### config.mk
export PLATFORM = sky130hd
export DESIGN_NAME = dubl_slot_arb
export DESIGN_NICKNAME = d
export VERILOG_FILES = /design/src/rtl/dubl_pkg.sv /design/src/rtl/rr_pick.sv /design/src/rtl/dubl_slot_arb.sv
export SDC_FILE = /design/constraint.sdc
export NUM_CORES = 1
export LEC_CHECK = 0
export BUFFER_PORTS_ARGS = -buffer_cell sky130_fd_sc_hd__buf_2
export CAP_MARGIN = 20
export CELL_PAD_IN_SITES_DETAIL_PLACEMENT = 0
export CELL_PAD_IN_SITES_GLOBAL_PLACEMENT = 1
export CORE_ASPECT_RATIO = 0.5
export CORE_UTILIZATION = 45
export DETAILED_ROUTE_END_ITERATION = 10
export HOLD_SLACK_MARGIN = 0.06
export PLACE_DENSITY = 0.91
export SYNTH_ARGS = -nofsm -noshare
export SYNTH_HDL_FRONTEND = slang
export SYNTH_SLANG_ARGS = --single-unit
### constraint.sdc
create_clock -name dubl_clk -period 5.7 [get_ports dubl_clk]
set_input_delay 0.285 -clock dubl_clk [delete_from_list [all_inputs] [get_ports dubl_clk]]
set_output_delay 0.285 -clock dubl_clk [all_outputs]
set_load 0.03 [all_outputs]
### src/rtl/dubl_pkg.sv
// rtl/dubl_pkg.sv - shared state encoding and counter width for the slot arbiter
package dubl_pkg;

    typedef enum logic [1:0] {
        ST_IDLE = 2'd0,
        ST_OWN  = 2'd1,
        ST_GAP  = 2'd2
    } dubl_state_e;

    localparam int GRANT_CNT_W = 16;

endpackage

### src/rtl/rr_pick.sv
// rtl/rr_pick.sv - combinational round-robin pick of first request at or after a pointer
module rr_pick #(
    parameter int N  = 4,
    parameter int IW = 2
) (
    input  logic [N-1:0]  req,
    input  logic [IW-1:0] rr_ptr,
    output logic [N-1:0]  pick_onehot,
    output logic [IW-1:0] pick_idx,
    output logic          pick_any
);

    // Walk 2N positions: the first N accept only indices at or after the
    // pointer, the second N accept any index, which yields the wrapped order.
    always_comb begin
        pick_onehot = '0;
        pick_idx    = '0;
        pick_any    = 1'b0;
        for (int k = 0; k < 2 * N; k++) begin
            if (!pick_any && req[k % N] && (k >= N || k >= int'(rr_ptr))) begin
                pick_any              = 1'b1;
                pick_idx              = IW'(k % N);
                pick_onehot[k % N]    = 1'b1;
            end
        end
    end

endmodule

### src/rtl/dubl_slot_arb.sv
// rtl/dubl_slot_arb.sv - round-robin slot arbiter with burst ownership and optional dead slot
module dubl_slot_arb
    import dubl_pkg::*;
#(
    parameter int N  = 4,
    parameter int BW = 3
) (
    input  logic                   dubl_clk,
    input  logic                   rst_n,
    input  logic [N-1:0]           req,
    input  logic [BW-1:0]          cfg_burst,
    input  logic                   cfg_gap,
    output logic [N-1:0]           gnt,
    output logic [$clog2(N)-1:0]   gnt_id,
    output logic                   gnt_vld,
    output logic                   slot_phase,
    output logic [GRANT_CNT_W-1:0] grant_cnt
);

    localparam int          IW        = $clog2(N);
    localparam logic [BW:0] BURST_MAX = {1'b1, {BW{1'b0}}};

    dubl_state_e            r_state;
    logic [N-1:0]           r_gnt;
    logic [IW-1:0]          r_gnt_id;
    logic                   r_gnt_vld;
    logic [IW-1:0]          r_rr_ptr;
    logic [BW:0]            r_burst_cnt;
    logic                   r_gap;
    logic [GRANT_CNT_W-1:0] r_grant_cnt;
    logic                   r_slot_phase;

    dubl_state_e            w_state_nxt;
    logic                   w_release;
    logic                   w_arb;
    logic                   w_grant;
    logic [IW-1:0]          w_ptr_adv;
    logic [IW-1:0]          w_pick_ptr;
    logic [N-1:0]           w_pick_onehot;
    logic [IW-1:0]          w_pick_idx;
    logic                   w_pick_any;
    logic [N-1:0]           w_gnt_nxt;
    logic [IW-1:0]          w_id_nxt;
    logic                   w_vld_nxt;
    logic [IW-1:0]          w_ptr_nxt;
    logic [BW:0]            w_burst_nxt;
    logic                   w_gap_nxt;
    logic [GRANT_CNT_W-1:0] w_cnt_nxt;

    // On release the pointer moves past the owner before the same-edge re-arbitration.
    assign w_ptr_adv  = (r_gnt_id == IW'(N - 1)) ? '0 : r_gnt_id + 1'b1;
    assign w_pick_ptr = w_release ? w_ptr_adv : r_rr_ptr;

    rr_pick #(.N(N), .IW(IW)) u_rr_pick (
        .req         (req),
        .rr_ptr      (w_pick_ptr),
        .pick_onehot (w_pick_onehot),
        .pick_idx    (w_pick_idx),
        .pick_any    (w_pick_any)
    );

    // State and all registered outputs; reset clears everything asynchronously.
    always_ff @(posedge dubl_clk or negedge rst_n) begin
        if (!rst_n) begin
            r_state      <= ST_IDLE;
            r_gnt        <= '0;
            r_gnt_id     <= '0;
            r_gnt_vld    <= 1'b0;
            r_rr_ptr     <= '0;
            r_burst_cnt  <= '0;
            r_gap        <= 1'b0;
            r_grant_cnt  <= '0;
            r_slot_phase <= 1'b0;
        end else begin
            r_state      <= w_state_nxt;
            r_gnt        <= w_gnt_nxt;
            r_gnt_id     <= w_id_nxt;
            r_gnt_vld    <= w_vld_nxt;
            r_rr_ptr     <= w_ptr_nxt;
            r_burst_cnt  <= w_burst_nxt;
            r_gap        <= w_gap_nxt;
            r_grant_cnt  <= w_cnt_nxt;
            r_slot_phase <= ~r_slot_phase;
        end
    end

    // Next state: release on last slot or dropped request; gap latched at grant decides GAP vs re-arbitrate.
    always_comb begin
        w_release   = (r_state == ST_OWN) &&
                      ((r_burst_cnt == (BW + 1)'(1)) || !req[r_gnt_id]);
        w_arb       = (r_state == ST_IDLE) || (r_state == ST_GAP) || (w_release && !r_gap);
        w_grant     = w_arb && w_pick_any;
        w_state_nxt = r_state;
        case (r_state)
            ST_IDLE, ST_GAP: w_state_nxt = w_grant ? ST_OWN : ST_IDLE;
            ST_OWN: begin
                if (!w_release)  w_state_nxt = ST_OWN;
                else if (r_gap)  w_state_nxt = ST_GAP;
                else             w_state_nxt = w_grant ? ST_OWN : ST_IDLE;
            end
            default:             w_state_nxt = ST_IDLE;
        endcase
    end

    // Output and datapath next values; burst and gap config are captured only on a grant.
    always_comb begin
        w_gnt_nxt   = '0;
        w_id_nxt    = '0;
        w_vld_nxt   = 1'b0;
        w_burst_nxt = '0;
        w_gap_nxt   = r_gap;
        w_cnt_nxt   = r_grant_cnt;
        w_ptr_nxt   = w_release ? w_ptr_adv : r_rr_ptr;
        if (w_grant) begin
            w_gnt_nxt   = w_pick_onehot;
            w_id_nxt    = w_pick_idx;
            w_vld_nxt   = 1'b1;
            w_burst_nxt = (cfg_burst == '0) ? BURST_MAX : {1'b0, cfg_burst};
            w_gap_nxt   = cfg_gap;
            w_cnt_nxt   = r_grant_cnt + 1'b1;
        end else if (r_state == ST_OWN && !w_release) begin
            w_gnt_nxt   = r_gnt;
            w_id_nxt    = r_gnt_id;
            w_vld_nxt   = 1'b1;
            w_burst_nxt = r_burst_cnt - 1'b1;
        end
    end

    assign gnt        = r_gnt;
    assign gnt_id     = r_gnt_id;
    assign gnt_vld    = r_gnt_vld;
    assign slot_phase = r_slot_phase;
    assign grant_cnt  = r_grant_cnt;

endmodule

* Word-level counts from Yosys, hierarchy flattened *
Cells that the tools add are included.

cells by class
  add/sub/neg operators = 3
  $lt $le $gt $ge = 4
  equality and inequality tests = 5
  multiplexer cells = 39
  bitwise logic cells = 1
  reduce and logical (&&, ||, !) cells = 30

operator list
  kind                                                                    number
  2-bit 2-to-1 mux                                                        12
  1-bit 2-to-1 mux                                                        20
  4-bit 2-to-1 mux                                                        5
  16-bit by 1-bit adder with 16-bit output (second input constant)        1
  1-bit logical AND                                                       14
  1-bit logical NOT                                                       10
  2-bit equality test (second input constant)                             2
  4-bit by 1-bit equality test with 1-bit output (second input constant)  1
  1-bit by 2-bit >= comparator with 1-bit output (first input constant)   2
  2-bit case mux with 2 select lines                                      1
  4-bit by 1-bit subtractor with 4-bit output (second input constant)     1
  3-bit logical NOT                                                       1
  1-bit logical OR                                                        3
  2-bit by 3-bit < comparator with 1-bit output (second input constant)   1
  2-bit by 1-bit adder with 2-bit output (second input constant)          1
  1-bit binary-select mux with 2-bit select                               1
  2-bit by 1-bit equality test with 1-bit output (second input constant)  1
  2-bit >= comparator (first input constant)                              1
  2-bit logical NOT                                                       1
  2-bit inequality test (second input constant)                           1
  2-bit OR reduction                                                      1
  1-bit inverter                                                          1

word-level totals
  flip-flop bits (word level) = 33
  bits of input ports = 10
  output and inout port bits = 24
  logic and storage cells = 91

* Logic depth before layout (Yosys ltp) *
Gate-level depths: netlist (run 1).

  depth in word-level cells = 37
  gate-level depth with buffers = 9
  depth with buffers taken out = 8

* Hierarchy *
Synthesis (run 1) repeated with hierarchy kept, for this count alone.

unflattened totals
  cells, all modules = 158
  area total of the unflattened synthesis = 1699.1 µm²

modules (own cells, without submodules)
  module         instances  cells each  area an instance (µm²)  sequential area each (µm²)
  dubl_slot_arb  1          125         1476.4                  825.8
  rr_pick        1          33          222.7                   0.0

* Worst setup path after synthesis (run 1) *
OpenSTA, ideal clock, no wires.

  path type = flip-flop to flip-flop
  from = register r_gnt_id[0] (netlist: gnt_id[0])
  to = register r_grant_cnt[13] (netlist: grant_cnt[13])
  library setup time = 0.134 ns
  arrival time = 2.245 ns
  data required time = 5.566 ns
  slack = 3.322 ns
  stages on the path, launching flop included = 9
  path buffers = 2
  clock period less this slack = 2.378 ns
  path through = dfrtp_1 buf_6 mux4_2 a311o_1 buf_6 nor2_4 and2_1 nand3_1 xnor2_1

between the ends
  cells in the longest elaborated chain, start to end = 33
  elaborated cells between the ends (all ways) = 40
  those cells by class = 1 x add/sub; 3 x order compare; 1 x eq/ne; 12 x mux; 23 x reduce/logical

ends and longest elaborated chain
  item                                            RTL line             text
  from (decl)                                     dubl_slot_arb.sv:25  logic [IW-1:0] r_gnt_id;
  from (signal assigned)                          dubl_slot_arb.sv:77  r_gnt_id <= w_id_nxt;
  1-bit binary-select mux with 2-bit select       dubl_slot_arb.sv:90  ((r_burst_cnt == (BW + 1)'(1)) || !req[r_gnt_id]);
  1-bit 2-to-1 mux (implied by the code)          dubl_slot_arb.sv:90
  1-bit logical NOT                               dubl_slot_arb.sv:90
  1-bit logical OR                                dubl_slot_arb.sv:90
  1-bit logical AND                               dubl_slot_arb.sv:89  w_release = (r_state == ST_OWN) &&
  2-bit 2-to-1 mux                                --
  1-bit by 2-bit >= comparator with 1-bit output  rr_pick.sv:20        if (!pick_any && req[k % N] && (k >= N || k >= int'(rr_ptr))) begin
  1-bit logical AND                               rr_pick.sv:20
  [... 17 more ...]                               --
  1-bit 2-to-1 mux                                rr_pick.sv:20
  1-bit logical NOT                               rr_pick.sv:20
  1-bit logical AND                               rr_pick.sv:20
  1-bit 2-to-1 mux                                rr_pick.sv:20
  1-bit logical NOT                               rr_pick.sv:20
  1-bit logical AND                               rr_pick.sv:20
  1-bit 2-to-1 mux                                rr_pick.sv:20
  1-bit logical AND *                             dubl_slot_arb.sv:92  w_grant = w_arb && w_pick_any;
  to (signal assigned)                            dubl_slot_arb.sv:82  r_grant_cnt <= w_cnt_nxt;
  to (decl)                                       dubl_slot_arb.sv:30  logic [GRANT_CNT_W-1:0] r_grant_cnt;

Mark *: on every way between the ends. The rest lies on a longest branch, timed or not. The select of a mux whose other input is x is not followed.
A chain may end at the register's enable or synchronous reset.

* Worst setup path in the final report (run 1) *
  from = register r_gnt_id[0] (netlist: gnt_id[0])
  to = register r_gnt_id[0] (netlist: gnt_id[0])

between the ends
  cells in the longest elaborated chain, start to end = 34
  elaborated cells between the ends (all ways) = 51
  those cells by class = 1 x add/sub; 3 x order compare; 2 x eq/ne; 20 x mux; 25 x reduce/logical

ends and longest elaborated chain
  item                                                                               RTL line
  1-bit binary-select mux with 2-bit select                                          dubl_slot_arb.sv:90
  1-bit 2-to-1 mux (implied by the code)                                             dubl_slot_arb.sv:90
  1-bit logical NOT                                                                  dubl_slot_arb.sv:90
  1-bit logical OR                                                                   dubl_slot_arb.sv:90
  1-bit logical AND                                                                  dubl_slot_arb.sv:89
  2-bit 2-to-1 mux                                                                   --
  1-bit by 2-bit >= comparator with 1-bit output                                     rr_pick.sv:20
  1-bit logical AND                                                                  rr_pick.sv:20
  [... 18 more ...]                                                                  --
  1-bit logical NOT                                                                  rr_pick.sv:20
  1-bit logical AND                                                                  rr_pick.sv:20
  1-bit 2-to-1 mux                                                                   rr_pick.sv:20
  1-bit logical NOT                                                                  rr_pick.sv:20
  1-bit logical AND                                                                  rr_pick.sv:20
  1-bit 2-to-1 mux                                                                   rr_pick.sv:20
  1-bit logical AND                                                                  dubl_slot_arb.sv:92
  2-bit inequality test (no source line) / 2-bit 2-to-1 mux (equally long branches)  --

Several ways; a longest one is shown, not always the timed one. The select of a mux whose other input is x is not followed.

==> out/results.txt, run 1 <==
Status = finished clean
Cell Pwr Density = 531 nW/um2
Synth Warn # = 0
Commonest cells after routing, fill and taps aside = dfrtp_1, buf_2, nand2_1, xnor2_1, nor2_1
Routed wire length = 3.38 mm
CTS tree = built
Vias per cell = 5.19
Seq/Total Area, Yosys = 0.471
R2r endpoint = gnt_id[0]
Die area = 4160 um2
Post-layout power = 1.08 mW
Largest net degree at the start of global routing = 34
Antenna diode count = 0
Critical Path Source Type = flop
Worst Hold Class = input port to asynchronous set/reset pin
Clock Skew = 0.00484 ns
Synthesized flop and latch total = 33
Lkg Pwr = 0.931 nW
I/O Buffers = 33
CTS max path bufs = 2
Avg Cell Area, Syn = 10.2 um2
CTS buffer count = 5
Initial antenna violation count = 0
Clock Pin Slew Worst Setup and Hold Paths = 0.07 ns
Mapped Cells = 172
Placed Area = 1940 um2
Worst endpoint data arrival time = 2.70 ns
Final worst path period share = 0.436
Place WS = 3.23 ns
Worst-skew pair later-pin latency = 0.29 ns
Crit path max-delay cell type = a311oi_2
Max IR drop VDD = 0.195 mV
Setup Viol. Count Final = 0
Die X = 90.2 um
Slew @ Worst Pin = 0.823 ns
Tmin final = 2.48 ns
Detailed-router iteration count before antenna repair = 6
CP Capture Type = flop
CTS H-tree depth = 2
Post-DRT Antenna Nets = 0
Final worst setup slack = 3.22 ns
Initial cell density of the core = 0.491
Flop-to-flop setup slack = 3.22 ns
Setup TNS = 0 ns
CP Class = flop to flop
Post-CTS Repair Setup Buffers = 0
Num ports = 34
Fraction of layout cells with a size suffix above 1 = 0.251
Max-Cap Viols = 0
Final Hold Fails = 0
DP HPWL = 2.45 mm
Area contributors post-synth = dfrtp_1, xnor2_1, nand2_1
Clock Sinks = 33
Top-area cell type share of the netlist area = 0.471
Library cells used by synthesis = 51
Slew margin rel. = 0.446
Cell taking the most area after synthesis = dfrtp_1
Crit-path max FO = 11
Synthesized area = 1750 um2
Asr flop ratio synth = 1.00
Slew Viols, Final = 0
Synth Net Count = 186
Synth Flop Type = dfrtp_1
Cells on worst reg2reg path = 6
GRT overflow = 0
Number of flops mapped to enable cells by yosys = 0
RSZ-0062 raised after global routing = false
Fin area = 2030 um2
DRC = 0
GRT Resource Usage Total = 0.178
First-pass GRT wire length = 5.48 mm
DIE HEIGHT = 46.1 um
Core ar. = 3570 um2
CTS resizes = 0
Final Net Count = 220
Vias in the first global route = 1209
Critical-path cell list = mux4_2, a311oi_2, nand2_1, a21o_1, a31o_1, o211ai_2
Site Rows = 15
Area growth syn-to-layout = 15.7%
Placer Congestion = 0.814
Worst R2R Start = gnt_id[0]
Max Fclk = 403 MHz
Max stage delay on crit path = 0.67 ns
Drt initial violations = 62
Cts hold-fix bufs = 0
WL per Instance = 13.1 um
CP Data Required Time = 5.92 ns
Vias = 1340
CTS root buffer = clkbuf_8
Hold Worst Slack = 0.0519 ns
Yosys cell counts, types with 2 or more instances:
master / count
nand4_1: 4
nor2_1: 10
inv_1: 6
mux2i_1: 5
nor2_4: 2
a21oi_1: 3
mux2_2: 2
nand3b_1: 2
a31oi_1: 2
nor3_1: 2
ha_1: 4
xnor2_1: 15
xor2_1: 2
dfrtp_1: 33
nand2_1: 25
o21ai_0: 8
nand3_1: 8
buf_2: 2
buf_6: 2
nor2b_1: 4
how the worst max path moves through the flow:
| stage | start | end | slack (ns) | cells past startpoint |
|---|---|---|---|---|
| 5_1_grt | gnt_id[0] | gnt_id[0] | 3.07 | 6 |
| 4_1_cts | gnt_id[0] | gnt_id[0] | 3.21 | 6 |
| 3_5_place_dp | gnt_id[0] | gnt_id[0] | 3.23 | 6 |
| 2_1_floorplan | gnt_id[0] | grant_cnt[13] | 3.32 | 8 |
| 3_3_place_gp | gnt_id[0] | grant_cnt[13] | 3.25 | 6 |
| 6_report | gnt_id[0] | gnt_id[0] | 3.22 | 6 |
area by class of cell:
type / count / area [um2]
fill: 325 / 1540
multi-input combinational: 127 / 863
sequential: 33 / 826
timing repair buffer: 33 / 165
clock buffer: 5 / 68.8
tap: 51 / 63.8
inverter: 6 / 22.5
clock inverter: 3 / 17.5
per-stage QoR:
stage | util | cells
2_1_floorplan | - | 172
3_3_place_gp | 0.544 | 250
3_5_place_dp | 0.544 | 250
4_1_cts | 0.568 | 258
5_1_grt | 0.568 | 258
6_report | 0.568 | 258
worst max-delay path: cells and delay by family (launching register included):
family,cells,cell delay (ns)
AND/OR/NAND/NOR,1,0.11
multiplexers,1,0.60
flip-flops,1,0.57
AO/OA/AOI/OAI,4,1.12
state kept, by name, indices dropped and copies added (netlist names):
name,flops
gnt,4
gnt_id,2
gnt_vld,1
grant_cnt,16
r_burst_cnt,4
r_gap,1
r_rr_ptr,2
r_state,2
slot_phase,1
cell families after synthesis:
family,synth area share
buffers and inverters,0.0357
multiplexers,0.0543
AND/OR/NAND/NOR,0.203
XOR/XNOR,0.0850
AO/OA/AOI/OAI,0.122
adder cells (fa/ha/maj),0.0286
flip-flops,0.471
per-layer routing:
layer	track usage	routed length, um	vias to the layer above
met5	0	0	-
met4	0.106	82	0
met3	0.0462	164	9
met2	0.290	1560	35
met1	0.224	1580	623
li1	-	-	673
power by group:
| part | internal, mW | switching, mW | total [mW] |
|---|---|---|---|
| Sequential | 0.307 | 0.0776 | 0.384 |
| Combinational | 0.201 | 0.319 | 0.520 |
| Clock | 0.0841 | 0.0885 | 0.173 |
Note: power is estimated with default switching activity, not from simulation.
==> run 2: changes to the inputs <==
--- a/config.mk
+++ b/config.mk
@@ -10,10 +10,10 @@
 export CELL_PAD_IN_SITES_DETAIL_PLACEMENT = 0
 export CELL_PAD_IN_SITES_GLOBAL_PLACEMENT = 1
 export CORE_ASPECT_RATIO = 0.5
-export CORE_UTILIZATION = 45
+export CORE_UTILIZATION = 38
 export DETAILED_ROUTE_END_ITERATION = 10
 export HOLD_SLACK_MARGIN = 0.06
-export PLACE_DENSITY = 0.91
+export PLACE_DENSITY = 0.83
 export SYNTH_ARGS = -nofsm -noshare
 export SYNTH_HDL_FRONTEND = slang
 export SYNTH_SLANG_ARGS = --single-unit
==> constraint.sdc (replaced) <==
create_clock -name dubl_clk -period 2.1 [get_ports dubl_clk]
set_input_delay 0.105 -clock dubl_clk [delete_from_list [all_inputs] [get_ports dubl_clk]]
set_output_delay 0.105 -clock dubl_clk [all_outputs]
set_load 0.03 [all_outputs]
==> run 2 against run 1 <==
Effect of this change: the flow now finishes with violations (DRC); wire length grew 14%; setup slack lost 3.2 ns; fmax increased by 22%; highest routed layer unchanged; hold slack better by 0.16 ns; first-iteration DRC count decreased by 15%; largest power group unchanged; sequential share of layout area is 5.1 points lower; non-clock buffer count rose by 25; register-to-register slack got worse by 3.2 ns; die area rose by 18%; utilization is 4.0 points lower.
==> out/results.txt, run 2 (same netlist as run 1, synthesis figures left out) <==
Final worst setup slack = 0.0636 ns
Critical Path Source Type = flop
Max IR drop VDD = 0.438 mV
CTS H-tree depth = 2
Largest net degree at the start of global routing = 34
Fin area = 2330 um2
Die area = 4900 um2
GRT overflow = 0
Crit-path max FO = 4
CTS tree = built
Max FFs per register = 16
Worst R2R Start = r_burst_cnt[1]
Post-DRT Antenna Nets = 0
Hold Crit Endpoint = gnt[2]
Slew margin rel. = 0.514
Area growth syn-to-layout = 32.8%
RSZ-0062 raised after global routing = true
Cell Pwr Density = 1450 nW/um2
Commonest cells after routing, fill and taps aside = buf_2, dfrtp_1, nand2_1, buf_4, xnor2_1
GRT Resource Usage Total = 0.171
Lkg Pwr = 1.06 nW
Worst Hold Class = input port to flop
Max Fclk = 491 MHz
DRC = 3
Site Rows = 17
Clock Skew = 0.00729 ns
CP Capture Type = flop
Initial cell density of the core = 0.398
Core ar. = 4400 um2
Final Hold Fails = 0
WL per Instance = 13.3 um
Slew @ Worst Pin = 0.728 ns
Final Net Count = 245
Clock Pin Slew Worst Setup and Hold Paths = 0.07 ns
Worst-skew pair later-pin latency = 0.29 ns
Antenna diode count = 0
Routed wire length = 3.85 mm
Clock Sinks = 33
Cells on worst reg2reg path = 9
Placer Congestion = 0.846
CTS root buffer = clkbuf_8
Flop-to-flop setup slack = 0.06 ns
CP Class = flop to flop
Max-Cap Viols = 0
Place WS = 0.00860 ns
CP Data Required Time = 2.31 ns
DP HPWL = 2.82 mm
CTS buffer count = 5
Setup Viol. Count Final = 0
Status = complete, but fails checks
Fillers = 395
Worst endpoint data arrival time = 2.24 ns
First-pass GRT wire length = 6.41 mm
DIE HEIGHT = 50.0 um
Worst Setup SP = r_burst_cnt[1]
Commonest non-fill, non-tap cell in the layout = buf_2
Final worst path period share = 0.970
Final core occ = 0.528
Drt initial violations = 53
R2r endpoint = gnt_id[0]
Vias = 1451
Slew Viols, Final = 0
Failing checks = DRC
Vias in the first global route = 1354
Placed Area = 2100 um2
CTS max path bufs = 2
Initial antenna violation count = 0
Hold path start = req[1]
Detailed-router iteration count before antenna repair = 7
Vias per cell = 5.02
Hold Worst Slack = 0.215 ns
Tmin final = 2.04 ns
Fraction of layout cells with a size suffix above 1 = 0.384
Num ports = 34
I/O Buffers = 33
Die X = 98.0 um
WHS Path Cells = 3
## run 2: cell types whose count changed in the layout (fill, tap and decap cells not counted), sizes merged
cell	delta
buf	+20
dlygate4sd3	+5
## run 2: worst max-delay path by stage
stage	endpoint
4_1_cts	gnt_id[0]
3_3_place_gp	gnt_id[0]
5_1_grt	gnt_id[0]
3_5_place_dp	grant_cnt[13]
6_report	gnt_id[0]
2_1_floorplan	gnt_id[0]
## run 2: stage by stage
stage	power [mW]	setup TNS [ns]	std cells
after floorplan	2.21	-0.914	172
after global placement	2.70	0	271
after detailed placement	2.74	0	271
after CTS	3.23	0	284
after global routing	3.65	-0.0543	289
final	3.37	0	289
## run 2: critical path: stages, from the launching register on
cell and delay [ns]:
dfrtp_1 0.39, inv_2 0.08, ha_4 0.13, or3b_4 0.38, buf_6 0.13, a311oi_4 0.33, nand2_1 0.09, a21o_1 0.16
a31o_1 0.21, o211ai_2 0.06
## run 2: final cells by class
| type | instances | area [um2] | share of cell area |
|---|---|---|---|
| well taps | 57 | 71.3 | 0.0307 |
| multi-input cells | 127 | 945 | 0.406 |
| clock buffers | 5 | 68.8 | 0.0296 |
| inverters | 6 | 22.5 | 0.00968 |
| flip-flops and latches | 33 | 828 | 0.356 |
| repair buffers | 58 | 373 | 0.160 |
| clock inverters | 3 | 17.5 | 0.00753 |
## run 2: what timing repair did
item	CTS	global route
hold buffers	5	0
setup buffers	0	5
pin swaps	2	6
gates resized for setup	0	12
hold endpoints to repair	37	0
endpoints found under the setup margin	2	8
## run 2: power breakdown
part | leakage, nW | switching, mW | internal, mW
registers | 0.407 | 0.199 | 0.837
clock network | 0.0439 | 0.242 | 0.228
logic | 0.610 | 1.02 | 0.840
total | 1.06 | 1.46 | 1.91
## run 2: metal layers
layer  up-vias  track usage  wire length [um]
met5         -            0                 0
met4         0       0.0682                45
met3         5       0.0454               126
met2        20        0.264              1780
met1       701        0.228              1900
li1        725            -                 -
